[src/rtl/pipe_pkg.sv]
// Shared definitions for the 16-bit, four-register pipelined CPU.
// Holds datapath widths, the ALU opcode set and the pipeline bubble constant.
package pipe_pkg;

  localparam int WORD_W = 16;
  localparam int REG_W  = 2;
  localparam int OP_W   = 4;

  typedef enum logic [OP_W-1:0] {
    ALU_ADD   = 4'h0,
    ALU_SUB   = 4'h1,
    ALU_AND   = 4'h2,
    ALU_OR    = 4'h3,
    ALU_XOR   = 4'h4,
    ALU_SLL   = 4'h5,
    ALU_SRL   = 4'h6,
    ALU_PASSB = 4'h7
  } alu_op_e;

  typedef struct packed {
    logic valid;
    logic reg_write;
    logic mem_read;
    logic mem_write;
  } ctrl_t;

  // Every pipeline register loads this to kill an instruction.
  localparam ctrl_t CTRL_BUBBLE = '0;

endpackage

[src/rtl/operand_fwd.sv]
// Combinational operand select: MEM forward, then WB forward, then RF data.
// WB forwarding also covers the same-cycle RF write that the read port misses.
module operand_fwd
  import pipe_pkg::*;
#(
  parameter int WORD_W_P = WORD_W,
  parameter int REG_W_P  = REG_W
) (
  input  logic [REG_W_P-1:0]  src,
  input  logic [WORD_W_P-1:0] rf_data,
  input  logic                mem_reg_write,
  input  logic [REG_W_P-1:0]  mem_rd,
  input  logic [WORD_W_P-1:0] mem_result,
  input  logic                wb_reg_write,
  input  logic [REG_W_P-1:0]  wb_rd,
  input  logic [WORD_W_P-1:0] wb_data,
  output logic [WORD_W_P-1:0] operand
);

  always_comb begin
    operand = rf_data;
    if (mem_reg_write && (mem_rd == src)) begin
      operand = mem_result;
    end else if (wb_reg_write && (wb_rd == src)) begin
      operand = wb_data;
    end
  end

endmodule

[src/rtl/id_ex_stage.sv]
// ID/EX pipeline stage: operand forwarding, distance-1 hazard stall, ID/EX
// register and a saturating stall-cycle counter.
module id_ex_stage
  import pipe_pkg::*;
#(
  parameter int WORD_W_P = WORD_W,
  parameter int REG_W_P  = REG_W,
  parameter int OP_W_P   = OP_W
) (
  input  logic                clk,
  input  logic                reset,
  input  logic                id_valid,
  input  logic [REG_W_P-1:0]  id_rs,
  input  logic [REG_W_P-1:0]  id_rt,
  input  logic                id_use_rs,
  input  logic                id_use_rt,
  input  logic [WORD_W_P-1:0] id_rf_data1,
  input  logic [WORD_W_P-1:0] id_rf_data2,
  input  logic [REG_W_P-1:0]  id_rd,
  input  logic [WORD_W_P-1:0] id_imm,
  input  logic [OP_W_P-1:0]   id_op,
  input  logic                id_reg_write,
  input  logic                id_mem_read,
  input  logic                id_mem_write,
  input  logic                ex_flush,
  input  logic                mem_reg_write,
  input  logic [REG_W_P-1:0]  mem_rd,
  input  logic [WORD_W_P-1:0] mem_result,
  input  logic                wb_reg_write,
  input  logic [REG_W_P-1:0]  wb_rd,
  input  logic [WORD_W_P-1:0] wb_data,
  output logic                stall,
  output logic                ex_valid,
  output logic [WORD_W_P-1:0] ex_opa,
  output logic [WORD_W_P-1:0] ex_opb,
  output logic [WORD_W_P-1:0] ex_imm,
  output logic [OP_W_P-1:0]   ex_op,
  output logic [REG_W_P-1:0]  ex_rd,
  output logic                ex_reg_write,
  output logic                ex_mem_read,
  output logic                ex_mem_write,
  output logic [15:0]         stall_count
);

  logic [WORD_W_P-1:0] opa_fwd;
  logic [WORD_W_P-1:0] opb_fwd;
  logic                hazard;
  logic                bubble;
  ctrl_t               ctrl_q;

  operand_fwd #(.WORD_W_P(WORD_W_P), .REG_W_P(REG_W_P)) u_fwd_rs (
    .src           (id_rs),
    .rf_data       (id_rf_data1),
    .mem_reg_write (mem_reg_write),
    .mem_rd        (mem_rd),
    .mem_result    (mem_result),
    .wb_reg_write  (wb_reg_write),
    .wb_rd         (wb_rd),
    .wb_data       (wb_data),
    .operand       (opa_fwd)
  );

  operand_fwd #(.WORD_W_P(WORD_W_P), .REG_W_P(REG_W_P)) u_fwd_rt (
    .src           (id_rt),
    .rf_data       (id_rf_data2),
    .mem_reg_write (mem_reg_write),
    .mem_rd        (mem_rd),
    .mem_result    (mem_result),
    .wb_reg_write  (wb_reg_write),
    .wb_rd         (wb_rd),
    .wb_data       (wb_data),
    .operand       (opb_fwd)
  );

  // Any EX producer (loads included) has no usable result until MEM.
  always_comb begin
    hazard = id_valid && ctrl_q.valid && ctrl_q.reg_write &&
             ((id_use_rs && (ex_rd == id_rs)) ||
              (id_use_rt && (ex_rd == id_rt)));
    stall  = hazard && !ex_flush;
    bubble = ex_flush || stall || !id_valid;
  end

  // Data fields load every cycle; only the control word is gated by bubbles.
  always_ff @(posedge clk) begin
    if (reset) begin
      ctrl_q <= CTRL_BUBBLE;
      ex_opa <= '0;
      ex_opb <= '0;
      ex_imm <= '0;
      ex_op  <= '0;
      ex_rd  <= '0;
    end else begin
      ex_opa <= opa_fwd;
      ex_opb <= opb_fwd;
      ex_imm <= id_imm;
      ex_op  <= id_op;
      ex_rd  <= id_rd;
      if (bubble) begin
        ctrl_q <= CTRL_BUBBLE;
      end else begin
        ctrl_q <= '{valid: 1'b1, reg_write: id_reg_write,
                    mem_read: id_mem_read, mem_write: id_mem_write};
      end
    end
  end

  always_ff @(posedge clk) begin
    if (reset) begin
      stall_count <= '0;
    end else if (stall && (stall_count != 16'hFFFF)) begin
      stall_count <= stall_count + 16'd1;
    end
  end

  assign ex_valid     = ctrl_q.valid;
  assign ex_reg_write = ctrl_q.reg_write;
  assign ex_mem_read  = ctrl_q.mem_read;
  assign ex_mem_write = ctrl_q.mem_write;

endmodule
[config.mk]
export PLATFORM = sky130hd
export DESIGN_NAME = id_ex_stage
export DESIGN_NICKNAME = d
export VERILOG_FILES = /design/src/rtl/pipe_pkg.sv /design/src/rtl/operand_fwd.sv /design/src/rtl/id_ex_stage.sv
export SDC_FILE = /design/constraint.sdc
export NUM_CORES = 1
export LEC_CHECK = 0
export CORE_AREA = 3 3 69 84
export CTS_CLUSTER_DIAMETER = 40
export DETAILED_ROUTE_END_ITERATION = 12
export DIE_AREA = 0 0 72 87
export DONT_BUFFER_PORTS = 1
export PLACE_DENSITY = 0.88
export RECOVER_POWER = 50
export SETUP_SLACK_MARGIN = 0.5
export SLEW_MARGIN = 30
export SYNTH_ARGS = -nofsm -noshare
export SYNTH_HDL_FRONTEND = slang
export SYNTH_SLANG_ARGS = --single-unit
[constraint.sdc]
create_clock -name clk -period 2.1 [get_ports clk]
set_clock_uncertainty 0.05 [all_clocks]
set_input_delay 0.315 -clock clk [delete_from_list [all_inputs] [get_ports clk]]
set_output_delay 0.315 -clock clk [all_outputs]
set_load 0.02 [all_outputs]
* Word-level counts from Yosys, hierarchy flattened *
Index checks and enable logic that the tools add are counted.
Widths: inputs -> output; s select.

storage, ports and cells
  register bits after elaboration = 74
  word-level logic and storage cells = 40
  bits of input ports = 105

operators by class
  add/sub/neg operators = 1
  equal/unequal tests = 7
  reduce and logical (&&, ||, !) cells = 17
  muxes and demuxes = 5

operators with widths
  cell                   number
  $mux 16                4
  $add 16x1->16 const B  1
  $ne 16x16->1 const B   1
  $eq 2x2->1             6
  $logic_and 1x1->1      11
  $mux 4                 1
  $logic_or 1x1->1       3
  $logic_not 1->1        2
  $reduce_or 2->1        1

* Logic depth before layout (Yosys ltp) *
  depth in word-level cells = 8
  gate-level depth with buffers = 7
  gate-level depth less buffers = 6

* Cells and area by module *
Synthesis repeated with hierarchy kept, for this count alone.

second synthesis, totals
  cell total of the unflattened synthesis = 403
  area, all modules = 3767.4 µm²

by module, submodules not included
  module       sequential area each (µm²)  cells an instance  times used  area an instance (µm²)
  id_ex_stage  1481.4                      233                1           2468.6
  operand_fwd  0.0                         85                 2           649.4

* Worst setup path before layout *
Ideal clock, no wire load.

  kind = reg-to-reg
  start point = register stall_count[0]
  end point = register stall_count[0]
  setup time = 0.121 ns
  cell stages (with the launch flop) = 7
  period minus slack after synthesis = 2.069 ns
  data required time = 1.929 ns
  arrival = 1.898 ns
  setup slack = 0.031 ns
  path buffers = 1
  path through = dfxtp_1 -> ha_1 -> nand3_1 -> or4b_4 -> buf_6 -> nor2b_4 -> mux2_4

between the ends
  longest elaborated chain between the ends = 2
  elaborated cells on any way between the ends = 3
  classes of those cells = 1 x add/sub; 1 x eq/ne; 1 x reduce/logical

RTL lines
  what                                                   line                RTL
  start, declared                                        id_ex_stage.sv:42   output logic [15:0] stall_count
  start signal, assigned                                 id_ex_stage.sv:112  stall_count <= stall_count + 16'd1;
  branches (longest 2 deep; another with $add 16x1->16)  -

Parallel ways; which one is timed is not known.
A chain may end at the register's enable or synchronous reset.

* Worst setup path in the final report *
  start point = register stall_count[11]
  end point = register stall_count[4]

between the ends
  longest elaborated chain between the ends = 2

RTL lines
  what               line                RTL
  $ne 16x16->1       id_ex_stage.sv:111  end else if (stall && (stall_count != 16'hFFFF)) begin
  $logic_and 1x1->1  id_ex_stage.sv:111

No other way between the ends.

==> results.md <==
- Status: finished clean
- Hold Vio Cnt, Final: 0
- Async SR Flop Fraction: 0%
- Post-DP HPWL: 5550 um
- Highest clock rate: 0.479 GHz
- Worst-case clock buffer depth: 2
- Worst path max stage delay: 0.67 ns
- Layout area overhead: 16.5%
- Worst Path Buf+Inv: 1
- Final non-filler cell area: 3600 um^2
- Setup TNS: 0 ns
- Final Wtd Congestion: 0.890
- Htree depth: 3
- R2R Path End: stall_count[4]
- Worst-path maximum fanout: 6
- DIE AREA: 6260 um^2
- Max cap viols: 0
- CP Depth: 6
- Synthesized netlist cell count: 320
- Hold-critical path depth: 1
- # setup viols final: 0
- Total GRT Usage: 28.4%
- Routed Wire Length: 9130 um
- Seq pwr share: 57.7%
- CP max stage cell: or4b_4
- Vias per cell: 6.35
- Worst Path Required: 2.29 ns
- Vias: 2,540
- Number of synthesized flops with an enable pin: 0
- Seq cells post-synth: 74
- Buffers on Ports: 0
- Synthesized cell area: 3090 um^2
- Avg Inst Size Synth: 9.66 um^2
- Largest net degree at the start of global routing: 48
- Die width: 72 um
- Worst Max-Slew Pin Slew: 1.24 ns
- Hold-critical path endpoint: ex_mem_read
- Slew headroom: 17.4%
- Leakage: 1.45 nW
- FP Rows: 28
- Die H: 87 um
- DR iter-0 viols: 167
- Vias in the first global route: 2,671
- Initial antenna violation count: 0
- RSZ-0062 raised after global routing: yes
- Layout cells sized above 1: 21.2%
- TritonCTS clock tree: yes
- Post-route clock period utilization: 99.4%
- Remaining antenna violation count: 0
- Crit-path cells: nand4_1 -> or4b_4 -> nand2_4 -> buf_4 -> o21ai_0 -> a21oi_2
- Sw frac: 27.0%
- Clock sinks: 74
- Worst R2R Setup Slack: 0.01 ns
- Crit Path Category: flop to flop
- Clock latency on the worst-skew pair: 0.33 ns
- Worst r2r path cells: 6
- Int Power: 2.04 mW
- Comb pwr share: 8.6%
- Fill cells: 366
- Clock Pin Slew Worst Setup and Hold Paths: 0.07 ns
- Ports: 180
- Switching pwr: 753 uW
- Library cells used by synthesis: 33
- Final #Nets: 441
- Antenna Diode Count: 0
- VDD IR max: 0.000573 V
- DR pass1 iterations: 4
- TritonCTS buffer count: 9
- Global-route wire length before repair: 13,400 um
- Yosys warns: 0
- Routed WL per cell: 22.8 um
- Most common flop cell mapped by yosys: dfxtp_1
- Minimum clock period after layout: 2.09 ns
- CP Capture Type: flop
- Hold Path Origin: id_mem_read
- Max-slew violation count: 0
- CP Launch Type: flop
- Starting Density: 61.7%
- Core ar.: 5010 um^2
- Placed Instance Area: 3170 um^2
- GRT Residual Overflow: 0
- Top delay family on crit path: simple AND/OR/NAND/NOR gates
- Seq/Total Area, Yosys: 47.9%
- Clk root buf: clkbuf_8
- Cell area power density: 775 nW/um^2
- Worst Path Arrival: 2.27 ns
- HP Class: input pin to flop
- DRC viols: 0
- Clock Power Share: 33.7%
- Worst r2r src: stall_count[11]
- Synth Net Count: 426
==> cell type report <==
cell class              instances  area (um^2)  area share [%]
clock buffers                  13          149            4.13
clock inverters                 3         15.0           0.417
inverters                       3         13.8           0.382
multi-input cells             227         1650            45.8
flip-flops and latches         74         1540            42.7
well taps                      60         75.1            2.08
repair buffers                 20          160            4.45
==> state kept, by name (all words and copies together), names as in the netlist, 2 cells and up <==
name,flops
ex_rd,2
ex_imm,16
ex_opa,16
ex_opb,16
stall_count,16
ex_op,4
==> what timing repair did <==
action / CTS / global route
gates cloned: 3 / 0
hold buffers: 4 / 2
pin swaps: 11 / 11
hold endpoints to repair: 47 / 3
buffers inserted: 8 / 0
endpoints found under the setup margin: 17 / 17
gates resized for setup: 15 / 21
==> logic make-up after synthesis <==
| logic type | share of synthesized area, % |
|---|---|
| muxes | 11.9 |
| xor gates and xnor gates | 3.40 |
| DFF | 47.9 |
| buffers and inverters | 3.40 |
| adders and majority gates | 0.405 |
| AOI/OAI and AO/OA | 12.4 |
| and+or+nand+nor | 20.6 |
==> power groups by stage <==
| stage | combinational, mW | sequential (mW) | clock (mW) |
|---|---|---|---|
| finish | 0.240 | 1.61 | 0.941 |
| global route | 0.264 | 1.62 | 1.01 |
| CTS | 0.236 | 1.62 | 0.942 |
| detailed placement | 0.192 | 1.66 | 0 |
| global placement | 0.184 | 1.66 | 0 |
| floorplan | 0.181 | 1.64 | 0 |
==> placed cells by master, fill, tap and decap left out, types with 3 or more instances in the layout <==
master | synthesis | final
nor2b_1 | 24 | 24
xnor2_1 | 12 | 8
a21oi_1 | 12 | 9
xnor2_2 | 0 | 4
nor2_1 | 39 | 39
or3_1 | 11 | 11
dfxtp_4 | 0 | 15
nand3_1 | 13 | 8
clkbuf_8 | 0 | 10
nand2b_1 | 3 | 3
nand4_1 | 5 | 5
o21ai_0 | 10 | 9
dlygate4sd3_1 | 0 | 5
nand3_2 | 0 | 5
nand2_1 | 6 | 4
clkinv_2 | 0 | 3
and2_1 | 3 | 3
dfxtp_1 | 74 | 59
a21oi_2 | 0 | 3
clkbuf_1 | 15 | 5
nor3_1 | 5 | 3
a211oi_1 | 32 | 32
mux2i_1 | 33 | 33
buf_4 | 2 | 10
mux2_4 | 1 | 3
==> metal layers <==
| layer | up-vias | GRT usage [%] | part of all wire (%) |
|---|---|---|---|
| met2 | 157 | 51.4 | 53 |
| li1 | 1170 | - | - |
| met4 | 0 | 14.7 | 3.9 |
| met5 | - | 0 | 0 |
| met1 | 1176 | 27.8 | 33 |
| met3 | 37 | 10.5 | 9.2 |
==> cell usage after synthesis (2+ instances only) <==
| cell type | instances | area [um^2] |
|---|---|---|
| mux2_1 | 2 | 22.5 |
| xnor2_1 | 12 | 105 |
| buf_6 | 2 | 22.5 |
| clkbuf_1 | 15 | 56.3 |
| dfxtp_1 | 74 | 1480 |
| and4_1 | 2 | 17.5 |
| nand2_1 | 6 | 22.5 |
| buf_4 | 2 | 15.0 |
| inv_1 | 3 | 11.3 |
| and2_1 | 3 | 18.8 |
| or3_1 | 11 | 68.8 |
| nor3_1 | 5 | 25.0 |
| mux2i_1 | 33 | 330 |
| nand4_1 | 5 | 31.3 |
| nand2b_1 | 3 | 18.8 |
| nand3_1 | 13 | 65.1 |
| a211oi_1 | 32 | 240 |
| o21ai_0 | 10 | 50.1 |
| nor2_1 | 39 | 146 |
| nor2b_1 | 24 | 150 |
| a21oi_1 | 12 | 60.1 |
==> worst max path at each step <==
| stage | from | slack [ns] | end |
|---|---|---|---|
| after detailed placement | ex_rd[0] | 0.19 | stall_count[10] |
| after CTS | ex_rd[0] | 0.26 | stall |
| final | stall_count[11] | 0.01 | stall_count[4] |
| after global placement | stall_count[4] | 0.25 | stall_count[0] |
| after global routing | stall_count[11] | 0.02 | stall_count[4] |
| after floorplan | stall_count[1] | 0.28 | stall_count[0] |
==> through the flow <==
step | total power [mW] | utilization [%] | hold slack [ns] | std cells | setup slack [ns]
6_report | 2.79 | 71.9 | 0.0479 | 400 | 0.0133
5_1_grt | 2.89 | 71.9 | 0.0427 | 400 | 0.0205
4_1_cts | 2.80 | 70.8 | 0.0000981 | 398 | 0.259
3_5_place_dp | 1.85 | 63.2 | 0.335 | 367 | 0.194
3_3_place_gp | 1.84 | 63.2 | 0.334 | 367 | 0.251
2_1_floorplan | 1.82 | - | 0.387 | 320 | 0.277
==> worst reg2reg max path: stages (launching register included) <==
cell,delay (ns)
dfxtp_1,0.49
nand4_1,0.24
or4b_4,0.67
nand2_4,0.14
buf_4,0.12
o21ai_0,0.11
a21oi_2,0.17
(Power assumes the default switching activity.)
